## config.mk

```make
export PLATFORM = sky130hd
export DESIGN_NAME = sync_fifo
export DESIGN_NICKNAME = d
export VERILOG_FILES = /design/src/rtl/sync_fifo.sv
export SDC_FILE = /design/constraint.sdc
export NUM_CORES = 1
export LEC_CHECK = 0
export CAP_MARGIN = 5
export CORE_MARGIN = 1
export CORE_UTILIZATION = 50
export DETAILED_ROUTE_END_ITERATION = 10
export GPL_ROUTABILITY_DRIVEN = 1
export PLACE_DENSITY = 0.75
export REMOVE_ABC_BUFFERS = 1
export SYNTH_ARGS = -nofsm -noshare
export SYNTH_HDL_FRONTEND = slang
export SYNTH_SLANG_ARGS = --single-unit
```

## constraint.sdc

```tcl
create_clock -name clk -period 5.5 [get_ports clk]
set_input_delay 0.825 -clock clk [delete_from_list [all_inputs] [get_ports clk]]
set_output_delay 0.825 -clock clk [all_outputs]
set_load 0.05 [all_outputs]
```

## src/rtl/sync_fifo.sv

```systemverilog
// sync_fifo: single-clock show-ahead FIFO with occupancy count, almost-full/empty
// flags and sticky overflow/underflow. Define SYNC_FIFO_HIGHWATER_EN to add `hwm`.
module sync_fifo #(
  parameter int unsigned Width       = 12,
  parameter int unsigned Size        = 4,
  parameter int unsigned AlmostFull  = Size - 1,
  parameter int unsigned AlmostEmpty = 1
) (
  input  logic                  clk,
  input  logic                  rst_n,
  input  logic                  w,
  input  logic [Width-1:0]      wd,
  output logic                  wfull,
  output logic                  afull,
  input  logic                  r,
  output logic [Width-1:0]      rd,
  output logic                  rempty,
  output logic                  aempty,
  output logic [$clog2(Size):0] count,
  output logic                  overflow,
  output logic                  underflow,
  input  logic                  errclr
`ifdef SYNC_FIFO_HIGHWATER_EN
  ,
  output logic [$clog2(Size):0] hwm
`endif
);

  localparam int unsigned AW = $clog2(Size);
  localparam int unsigned CW = AW + 1;

  typedef logic [AW-1:0] ptr_t;
  typedef logic [CW-1:0] cnt_t;

  localparam cnt_t SizeC = cnt_t'(Size);
  localparam cnt_t AfC   = cnt_t'(AlmostFull);
  localparam cnt_t AeC   = cnt_t'(AlmostEmpty);

  logic [Width-1:0] mem [Size];

  ptr_t wptr_q, wptr_d;
  ptr_t rptr_q, rptr_d;
  cnt_t count_q, count_d;
  logic wfull_q, wfull_d;
  logic rempty_q, rempty_d;
  logic afull_q, afull_d;
  logic aempty_q, aempty_d;
  logic ovf_q, ovf_d;
  logic unf_q, unf_d;
  logic rdo, wdo;

  always_comb begin
    rdo = r & ~rempty_q;
    wdo = w & (~wfull_q | r);

    wptr_d  = wptr_q;
    rptr_d  = rptr_q;
    count_d = count_q;
    if (wdo) wptr_d = wptr_q + ptr_t'(1);
    if (rdo) rptr_d = rptr_q + ptr_t'(1);
    unique case ({wdo, rdo})
      2'b10:   count_d = count_q + cnt_t'(1);
      2'b01:   count_d = count_q - cnt_t'(1);
      default: count_d = count_q;
    endcase

    wfull_d  = (count_d == SizeC);
    rempty_d = (count_d == '0);
    afull_d  = (count_d >= AfC);
    aempty_d = (count_d <= AeC);

    // A read paired with a write on an empty FIFO is not an underflow; the
    // write lands and the read is simply not performed, mirroring overflow.
    ovf_d = (w & wfull_q & ~r) | (ovf_q & ~errclr);
    unf_d = (r & rempty_q & ~w) | (unf_q & ~errclr);
  end

  always_ff @(posedge clk or negedge rst_n) begin
    if (!rst_n) begin
      wptr_q   <= '0;
      rptr_q   <= '0;
      count_q  <= '0;
      wfull_q  <= 1'b0;
      rempty_q <= 1'b1;
      afull_q  <= 1'b0;
      aempty_q <= 1'b1;
      ovf_q    <= 1'b0;
      unf_q    <= 1'b0;
    end else begin
      wptr_q   <= wptr_d;
      rptr_q   <= rptr_d;
      count_q  <= count_d;
      wfull_q  <= wfull_d;
      rempty_q <= rempty_d;
      afull_q  <= afull_d;
      aempty_q <= aempty_d;
      ovf_q    <= ovf_d;
      unf_q    <= unf_d;
    end
  end

  always_ff @(posedge clk) begin
    if (wdo) mem[wptr_q] <= wd;
  end

  assign rd        = mem[rptr_q];
  assign count     = count_q;
  assign wfull     = wfull_q;
  assign rempty    = rempty_q;
  assign afull     = afull_q;
  assign aempty    = aempty_q;
  assign overflow  = ovf_q;
  assign underflow = unf_q;

`ifdef SYNC_FIFO_HIGHWATER_EN
  cnt_t hwm_q, hwm_d;

  always_comb begin
    hwm_d = hwm_q;
    if (errclr)                 hwm_d = count_d;
    else if (count_d > hwm_q)   hwm_d = count_d;
  end

  always_ff @(posedge clk or negedge rst_n) begin
    if (!rst_n) hwm_q <= '0;
    else        hwm_q <= hwm_d;
  end

  assign hwm = hwm_q;
`endif

endmodule
```

# Yosys cells after proc, flatten, opt, wreduce, memory -nomap -nowiden
# Memory sizes are Yosys's and may differ from the RTL's.
# Index checks and enable logic that the tools add are counted.
[word_totals]
register_bits = 13
mem_bits_rw = 48
input_bits = 17
out_inout_bits = 21
memories = 1
[op_classes]
addsub = 4
n_lt_le_gt_ge = 2
eq_ne = 3
mux = 3
bitwise_logic = 16
n_reduce_logical = 1
[memory_table]
columns = ["memory", "depth", "word_bits", "rd", "rd_ports_with_merged_regs", "write_ports", "line", "rtl"]
rows = [
  ["mem", 4, 12, 1, 0, 1, "39", "logic [Width-1:0] mem [Size];"],
]
[ops]
columns = ["op", "count"]
rows = [
  ["$and 1x1->1", 8],
  ["$pmux 3 s2", 1],
  ["$not 1->1", 5],
  ["$add 2x1->2 const B", 2],
  ["$add 3x1->3 const B", 1],
  ["$eq 3x3->1 const B", 1],
  ["$ge 3x2->1 const B", 1],
  ["$le 3x1->1 const B", 1],
  ["$logic_not 3->1", 1],
  ["$or 1x1->1", 3],
  ["$sub 3x1->3 const B", 1],
  ["$eq 2x1->1 const B", 1],
  ["$eq 2x2->1 const B", 1],
  ["$mux 1", 2],
]

# Logic depth before layout (Yosys ltp)
# Gate-level depths: netlist (run 1).
[depth]
ltp_word = 6
depth_mapped = 9

# Least setup slack after synthesis (run 1)
# Ideal clock, no wire load.
[synth_timing]
kind = "in2reg"
from = "input port r"
to = "register count_q[2], in the netlist count[2]"
arrival_time_ns = 2.580
required_ns = 5.373
setup_slack_ns = 2.793
cell_stages = 9
cell_sequence = "nand2b_1 and2_1 inv_1 ha_1 inv_1 fa_1 xor2_2 o21a_1 or2_2"
[synth_via]
elab_chain_cells = 4
word_cells_on_any_way = 6
[synth_lines]
columns = ["item", "line", "rtl"]
rows = [
  ["start: declaration", "15", "input logic r,"],
  ["$or 1x1->1", "54", "wdo = w & (~wfull_q | r);"],
  ["$and 1x1->1", "54", ""],
  ["$eq 2x1->1 or $eq 2x2->1 (tied branches)", "61", "unique case ({wdo, rdo})"],
  ["$pmux 3 s2 (*)", "61", ""],
  ["named net count_d[2]", "43", "cnt_t count_q, count_d;"],
  ["end signal: assignment", "92", "count_q <= count_d;"],
  ["end: declaration", "43", ""],
]
# Mark *: on every way through the listed nets, which the timed path passes. The rest lies on a longest branch.
# A chain may end at the register's enable or synchronous reset.

# Worst setup path in the final report (run 1)
[layout_timing]
from = "register rptr_q[0]"
to = "output port rd[7]"
[layout_via]
elab_chain_cells = 1
[layout_lines]
columns = ["item", "line", "rtl"]
rows = [
  ["start: declaration", "42", "ptr_t rptr_q, rptr_d;"],
  ["start signal: assignment", "91", "rptr_q <= rptr_d;"],
  ["$mem_v2 4x12", "-", ""],
  ["end: declaration", "16", "output logic [Width-1:0] rd,"],
]
# Every way passes these cells.

==> reports/metrics.csv, run 1 <==
metric,value,unit
port bufs,37,
skew final,0.00524,ns
sequential area share after synthesis,73.4,%
Filler Cells Inserted,307,
TNS Setup,0,ns
final setup fails,0,
CTS tree,yes,
hold_buf cts,0,
via count,1239,
clk slew on worst S/H paths,0.06,ns
worst-skew pair later-pin latency,0.33,ns
VDD IR-drop max,253,uV
largest family of logic cells by synthesized area,multiplexers,
pre-CTS setup slack,2.13,ns
GRT overflow,0,
top post-synthesis cells by area,"edfxtp_1 (60%), dfrtp_1 (11%), mux4_2 (7.5%)",
initial antenna violation count,0,
I/O pin total,38,
Die Span Y,71.4,um
number of DRC markers in iteration 0,30,
vias in the first global route,1292,
min cycle time layout,3.39,ns
Worst path max stage delay,0.86,ns
effective utilization at floorplan,53.5,%
root buffer cell,clkbuf_8,
Slowest cell on crit path,dfrtp_1,
final wirelength,3990,um
die area,5100,um2
Synth Area in Adders,3.43,%
Ant. Diodes,0,
synth unique cells,29,
cells along the critical path,mux4_1 > clkdlybuf4s50_1,
core footprint,4500,um2
Synth area leader,edfxtp_1,
crit path kind,flip-flop to output port,
Leak,1.09,nW
RSZ-0062 raised after global routing,false,
Synth-to-Final Area Change,24.1,%
Arrival @ worst endpoint,2.56,ns
Setup Buffers After CTS,0,
top fanout value on the critical path,14,
setup ws final,2.11,ns
Synth Register Bits,61,
final worst path period share,61.6,%
largest net degree at the start of global routing,15,
Max Buffers Root-to-Sink,2,
Post-Route Utilization,66.4,%
Post-CTS Resized,0,
Hold Path Class,flip-flop to flip-flop,
clock sinks,61,
slew margin rel.,47.3,%
TritonCTS Buffers,9,
via density per instance,5.61,
Post-Synth XOR/XNOR Area,2.49,%
Synth Instances,119,
compound-gate portion of the synthesized area,2.49,%
wire length per cell,18.0,um
endpoint type of the worst setup path,output port,
Residual DRC,0,
synthesized cell area,2410,um2
layout cells sized above 1,14.8,%
Synth warnings,0,
Slew Limit Fails,0,
dpl hpwl,2700,um
routability cong.,0.850,
outcome,finished clean,
first-pass GRT wire length,6400,um
pwr dens,607,nW/um2
Global Route Usage Sum,18.1,%
Worst-Margin Slew,0.790,ns
post-synth top area share,59.8,%
Max Freq,295,MHz
final hold viol count,0,
Row Count,24,
die span in x,71.4,um
"Net count, final",187,
Worst Setup Start Kind,flip-flop,
First-pass DRT Iterations,4,
Crit path required time,4.68,ns
antenna-violating nets left,0,
Max Cap Viol,0,
syn_area_per_cell,20.3,um2
H-tree depth,3,
Synth Area in Simple Gates,3.63,%
mux cell area share after synthesis,11.8,%
==> metrics by stage <==
step	power, mW	std cells	hold slack, ns	instance area (um2)
3_3_place_gp	1.45	205	0.481	2810
6_report	1.82	221	0.495	2990
2_1_floorplan	1.22	116	0.529	2370
3_5_place_dp	1.48	205	0.483	2810
4_1_cts	1.83	221	0.496	2990
5_1_grt	1.90	221	0.523	2990
==> sequential cells by signal (all words and copies together) (netlist names) <==
name,cells
mem,48
count,3
rptr_q,2
wptr_q,2
aempty,1
afull,1
overflow,1
rempty,1
underflow,1
wfull,1
==> power by group <==
| group | internal, mW | switching, mW | leakage, nW |
|---|---|---|---|
| Clock | 0.200 | 0.156 | 0.0937 |
| Sequential | 0.615 | 0.0846 | 0.596 |
| Combinational | 0.296 | 0.463 | 0.402 |
==> layout make-up <==
class	count	area [um2]	share of cell area, %
clock inverter	1	5.00	0.167
multi-input combinational	47	576	19.2
tap	52	65.1	2.17
clock buffer	15	176	5.90
inverter	8	30.0	1.00
sequential	61	1770	59.1
timing repair buffer	37	370	12.4
==> logic make-up after synthesis <==
kind of cell,after synthesis
xor+xnor,6
mux,12
buf+inv,11
simple gates,15
fa+ha+maj,6
flops,61
compound gates,8
==> synthesized netlist by cell type, drive strengths merged <==
cell,n
nand2b,1
and3,4
nor2b,2
nor3,3
ha,5
a211o,1
mux4,12
edfxtp,48
a21oi,2
or2,1
inv,8
xor2,2
dfstp,2
fa,1
xnor2,4
dfrtp,11
and2,1
a32o,2
o2bb2ai,1
nor3b,1
buf,3
nand2,1
nand3,1
o21ai,1
o21a,1
==> worst max-delay path, delay by kind of cell, from the launching register on <==
| family | cells | cell delay, ns |
|---|---|---|
| buf+inv | 1 | 0.72 |
| flops | 1 | 0.86 |
| mux | 1 | 0.65 |
==> layout by cell type, fill, tap and decap left out, drive strengths merged <==
master         Yosys  final
a211o              1      1
a21oi              2      2
a32o               2      2
and2               1      1
and3               4      4
clkbuf             0     15
clkdlybuf4s50      0     37
clkinv             0      1
dfrtp             11     11
dfstp              2      2
edfxtp            48     48
fa                 1      1
ha                 5      5
inv                8      8
mux4              12     12
nand2              1      1
nand2b             1      1
nand3              1      1
nor2b              2      2
nor3               3      3
nor3b              1      1
o21a               1      1
o21ai              1      1
o2bb2ai            1      1
or2                1      1
xnor2              4      4
xor2               2      2
==> worst paths after layout <==
| kind | startpoint | end | slack [ns] | cells past startpoint |
|---|---|---|---|---|
| min | underflow | underflow | 0.49 | 1 |
| max | rptr_q[0] | rd[7] | 2.11 | 2 |
| max reg2reg | wfull | afull | 3.12 | 9 |
| min reg2reg | underflow | underflow | 0.49 | 1 |
| max in group asynchronous | rst_n | aempty | 4.27 | 1 |
| min in group asynchronous | rst_n | rptr_q[0] | 0.86 | 1 |
==> layer usage <==
| layer | part of all wire, % | vias to the layer above | GRT usage (%) |
|---|---|---|---|
| met5 | 0 | - | 0 |
| met4 | 3.1 | 0 | 11.8 |
| met3 | 4.5 | 12 | 6.19 |
| met2 | 51 | 41 | 29.3 |
| met1 | 41 | 632 | 20.7 |
| li1 | - | 554 | - |
No activity file was read; power rests on OpenSTA's default activity.
==> run 2, diff against run 1 <==
clock period = 3.45 ns   (was 5.5 ns; I/O delays follow)
==> run 2 against run 1 <==
Clock power increased by 68%; register-to-register slack worse by 2.0 ns; die area did not move; global-route usage fell by 0.52 points; wire length down 3.3%; clock skew is 0.0014 ns higher; combinational power grew 63%; core utilization increased by 0.39 points.
==> reports/metrics.csv, run 2 (synthesized netlist as in run 1, its figures left out) <==
metric,value,unit
Max Buffers Root-to-Sink,2,
port bufs,37,
pre-CTS setup slack,0.423,ns
Filler Cells Inserted,300,
die span in x,71.4,um
slew margin rel.,54.3,%
final setup fails,0,
GRT overflow,0,
Ant. Diodes,0,
CTS tree,yes,
H-tree depth,3,
"Power, Total",2.94,mW
via count,1196,
Leak,1.09,nW
hold_buf cts,0,
VDD IR-drop max,484,uV
dpl hpwl,2620,um
effective utilization at floorplan,53.5,%
final hold viol count,0,
Worst-Margin Slew,0.685,ns
Synth-to-Final Area Change,24.8,%
I/O pin total,38,
initial antenna violation count,0,
number of DRC markers in iteration 0,70,
crit path kind,flip-flop to output port,
setup ws final,0.511,ns
max FFs per register,48,
final worst path period share,85.2,%
first-pass GRT wire length,6270,um
final wirelength,3860,um
min cycle time layout,2.94,ns
cells along the critical path,buf_4 > mux4_2 > clkdlybuf4s50_1,
Max Cap Viol,0,
Crit path required time,2.93,ns
Post-Layout Cell Count,222,
pwr dens,976,nW/um2
Slew Limit Fails,0,
die area,5100,um2
Die Span Y,71.4,um
First-pass DRT Iterations,4,
Slowest cell on crit path,clkdlybuf4s50_1,
largest net degree at the start of global routing,14,
Global Route Usage Sum,17.6,%
Arrival @ worst endpoint,2.42,ns
Post-CTS Resized,0,
core footprint,4500,um2
TNS Setup,0,ns
top fanout value on the critical path,8,
Hold Path Class,flip-flop to flip-flop,
clk slew on worst S/H paths,0.07,ns
"commonest non-fill, non-tap cells in the layout","edfxtp_1 (48), clkdlybuf4s50_1 (37), dfrtp_1 (11)",
antenna-violating nets left,0,
DP Cell Count,206,
Residual DRC,0,
Worst path max stage delay,0.71,ns
Worst Setup Start Kind,flip-flop,
wire length per cell,17.4,um
skew final,0.00661,ns
clock sinks,61,
Row Count,24,
Post-Route Utilization,66.8,%
worst-skew pair later-pin latency,0.33,ns
layout cells sized above 1,16.5,%
Biggest register,mem,
Setup Buffers After CTS,0,
"commonest non-fill, non-tap cell in the layout",edfxtp_1,
Max Freq,340,MHz
"Net count, final",188,
root buffer cell,clkbuf_8,
TritonCTS Buffers,9,
routability cong.,0.846,
via density per instance,5.39,
vias in the first global route,1263,
outcome,finished clean,
endpoint type of the worst setup path,output port,
RSZ-0062 raised after global routing,false,
-- run 2: cell types whose count changed in the layout (fill, tap and decap cells not counted), sizes merged --
cell and delta:
clkbuf -5, clkinv +2, clkinvlp +2, bufinv +1, buf +1
-- run 2: per-stage QoR --
stage	area, um2	hold WS (ns)
2_1_floorplan	2370	0.222
3_3_place_gp	2820	0.485
3_5_place_dp	2820	0.483
4_1_cts	3010	0.498
5_1_grt	3010	0.538
6_report	3010	0.497
-- run 2: path summary, 6_finish.rpt --
kind / startpoint / slack, ns / cells past startpoint / endpoint
max: rptr_q[0] / 0.51 / 3 / rd[4]
min: overflow / 0.50 / 1 / overflow
max reg2reg: wfull / 1.13 / 9 / afull
min reg2reg: overflow / 0.50 / 1 / overflow
max in group asynchronous: rst_n / 2.51 / 1 / rptr_q[0]
min in group asynchronous: rst_n / 0.55 / 1 / count[0]
-- run 2: where the power goes --
| part | internal (mW) | switching (mW) | total (mW) |
|---|---|---|---|
| logic | 0.483 | 0.760 | 1.24 |
| clock network | 0.332 | 0.268 | 0.599 |
| registers | 0.980 | 0.115 | 1.10 |
-- run 2: critical path, delay by kind of cell, from the launching register on --
family	cells	cell delay, ns
buf+inv	2	0.99
mux	1	0.52
flops	1	0.59
-- run 2: cell type report --
| class | count | area, um2 | area share [%] |
|---|---|---|---|
| flip-flops and latches | 61 | 1770 | 58.8 |
| clock inverters | 6 | 63.8 | 2.12 |
| clock buffers | 10 | 128 | 4.24 |
| multi-input cells | 47 | 576 | 19.1 |
| repair buffers | 38 | 378 | 12.6 |
| well taps | 52 | 65.1 | 2.16 |
| inverters | 8 | 30.0 | 0.998 |
-- run 2: routing by layer --
layer | vias up | wire (um) | share of wire, % | track usage (%)
met2 | 31 | 1940 | 50 | 27.5
met1 | 599 | 1730 | 45 | 22.4
met5 | - | 0 | 0 | 0
li1 | 559 | - | - | -
met4 | 0 | 39 | 1.0 | 7.56
met3 | 7 | 143 | 3.7 | 6.61
==> run 3, diff against run 2 <==
ABC_AREA = 1   (was default)
SLEW_MARGIN = 20   (was default)
==> run 3 against run 2 <==
Maximum frequency is 5.7% lower; design area is 3.0% higher; worst hold slack gained 0.034 ns; critical path type unchanged.
==> reports/metrics.csv, run 3 <==
metric,value,unit
outcome,finished clean,
CP Capture Point,rd[0],
Critical Path Start,rptr_q[0],
via density per instance,4.93,
die span in x,72.6,um
min cycle time layout,3.12,ns
skew final,0.0114,ns
final wirelength,4250,um
most instantiated library cell after synthesis,edfxtp_1,
via count,1493,
Worst Setup Start Kind,flip-flop,
worst-skew pair later-pin latency,0.34,ns
max FFs per register,48,
clk slew on worst S/H paths,0.07,ns
"commonest non-fill, non-tap cells in the layout","edfxtp_1 (48), clkdlybuf4s50_1 (37), nor2_1 (30)",
largest net degree at the start of global routing,28,
H-tree depth,3,
"commonest non-fill, non-tap cell in the layout",edfxtp_1,
Row Count,25,
core footprint,4750,um2
final setup fails,0,
cells along the critical path,o21ai_0 > o22ai_1 > clkdlybuf4s50_1,
Global Route Usage Sum,18.5,%
syn_area_per_cell,13.4,um2
"delay-heaviest family, CP",flip-flops,
cell depth of the worst setup path,3,
Max Cap Viol,0,
hold slack final,0.531,ns
final worst path period share,90.3,%
GRT overflow,0,
cell count of the worst reg-to-reg path,10,
TNS Setup,0,ns
layout cells sized above 1,15.7,%
post-synth top area share,57.9,%
TritonCTS Buffers,9,
RSZ-0062 raised after global routing,false,
Synth Flop Type,edfxtp_1,
Synth area leader,edfxtp_1,
top post-synthesis cells by area,"edfxtp_1 (58%), dfrtp_1 (11%), nor2_1 (4.5%)",
Synth Register Bits,61,
Worst path max stage delay,0.96,ns
effective utilization at floorplan,52.4,%
"Net count, final",254,
hold_buf cts,0,
wire length per cell,14.0,um
asr flop ratio synth,21.3,%
Crit path required time,2.93,ns
top fanout value on the critical path,27,
Ant. Diodes,0,
Slowest cell on crit path,dfrtp_1,
root buffer cell,clkbuf_8,
Bufs and invs on worst path,1,
Post-CTS Resized,0,
endpoint type of the worst setup path,output port,
routability cong.,0.702,
I/O pin total,38,
Reg2Reg Capture Point,afull,
crit path kind,flip-flop to output port,
r2r startpoint,wfull,
synthesized cell area,2490,um2
Post-synth EDFFs,48,
sequential area share after synthesis,71.1,%
Max Buffers Root-to-Sink,2,
First-pass DRT Iterations,4,
Max Freq,321,MHz
Hold Path Class,flip-flop to flip-flop,
Worst-Margin Slew,0.941,ns
initial antenna violation count,0,
final hold viol count,0,
port bufs,37,
dpl hpwl,2690,um
Setup Buffers After CTS,0,
Slew Limit Fails,0,
Arrival @ worst endpoint,2.60,ns
Post-synth top cells,"edfxtp_1 (48), nor2_1 (30), inv_1 (16)",
die area,5270,um2
Synth Instances,186,
Synth warnings,0,
Biggest register,mem,
Residual DRC,0,
clock sinks,61,
slew margin rel.,37.3,%
Synth-to-Final Area Change,24.5,%
synth unique cells,24,
first-pass GRT wire length,6840,um
CTS tree,yes,
Die Span Y,72.6,um
Filler Cells Inserted,354,
number of DRC markers in iteration 0,159,
worst reg2reg setup slack,1.64,ns
vias in the first global route,1455,
antenna-violating nets left,0,
==> run 3: logic make-up (layout without fill, tap and decap cells) <==
kind of cell | count (synthesis) | after routing | synth area share [%]
adder cells (fa/ha/maj) | 6 | 6 | 3.32
AO/OA/AOI/OAI | 42 | 42 | 10.3
flip-flops | 61 | 61 | 71.1
AND/OR/NAND/NOR | 48 | 48 | 8.19
XOR/XNOR | 3 | 3 | 1.06
buffers and inverters | 26 | 76 | 6.13
==> run 3: cell type report <==
type | count | area [um2] | area share, %
multi-input combinational | 99 | 568 | 18.3
clock buffer | 9 | 124 | 4.00
sequential | 61 | 1770 | 57.1
clock inverter | 7 | 75.1 | 2.42
timing repair buffer | 41 | 400 | 12.9
tap | 67 | 83.8 | 2.70
inverter | 19 | 78.8 | 2.54
==> run 3: worst min path at each step <==
stage / start / endpoint / slack (ns) / depth (start not counted)
3_3_place_gp: underflow / underflow / 0.51 / 2
5_1_grt: overflow / overflow / 0.58 / 2
4_1_cts: underflow / underflow / 0.54 / 2
2_1_floorplan: rst_n / afull / 0.22 / 0
6_report: underflow / underflow / 0.53 / 2
3_5_place_dp: underflow / underflow / 0.52 / 2
==> run 3: stage by stage <==
step | setup WS, ns | cell area, um2 | std cells | utilization (%)
3_5_place_dp | 0.657 | 2900 | 287 | 61.0
6_report | 0.334 | 3100 | 303 | 65.2
3_3_place_gp | 0.752 | 2900 | 287 | 61.0
2_1_floorplan | 1.17 | 2420 | 179 | -
4_1_cts | 0.294 | 3100 | 303 | 65.2
5_1_grt | 0.146 | 3100 | 303 | 65.2
==> run 3: worst min-delay path, cell delays in order (launching register included) <==
cell     delay, ns
dfrtp_1       0.38
inv_1         0.06
o21ai_0       0.06
==> run 3: layer usage <==
layer  vias to the layer above  part of all wire, %  routed length [um]  track usage (%)
met5                         -                    0                   0                0
met2                        23                   49                2090             28.2
met4                         0                 0.90                  38             9.59
li1                        750                    -                   -                -
met3                         5                  3.6                 154             5.97
met1                       715                   46                1970             23.8
Power of run 3 is not shown: default switching activity piles up to over one toggle a cycle in this logic, so the estimate is an artifact.
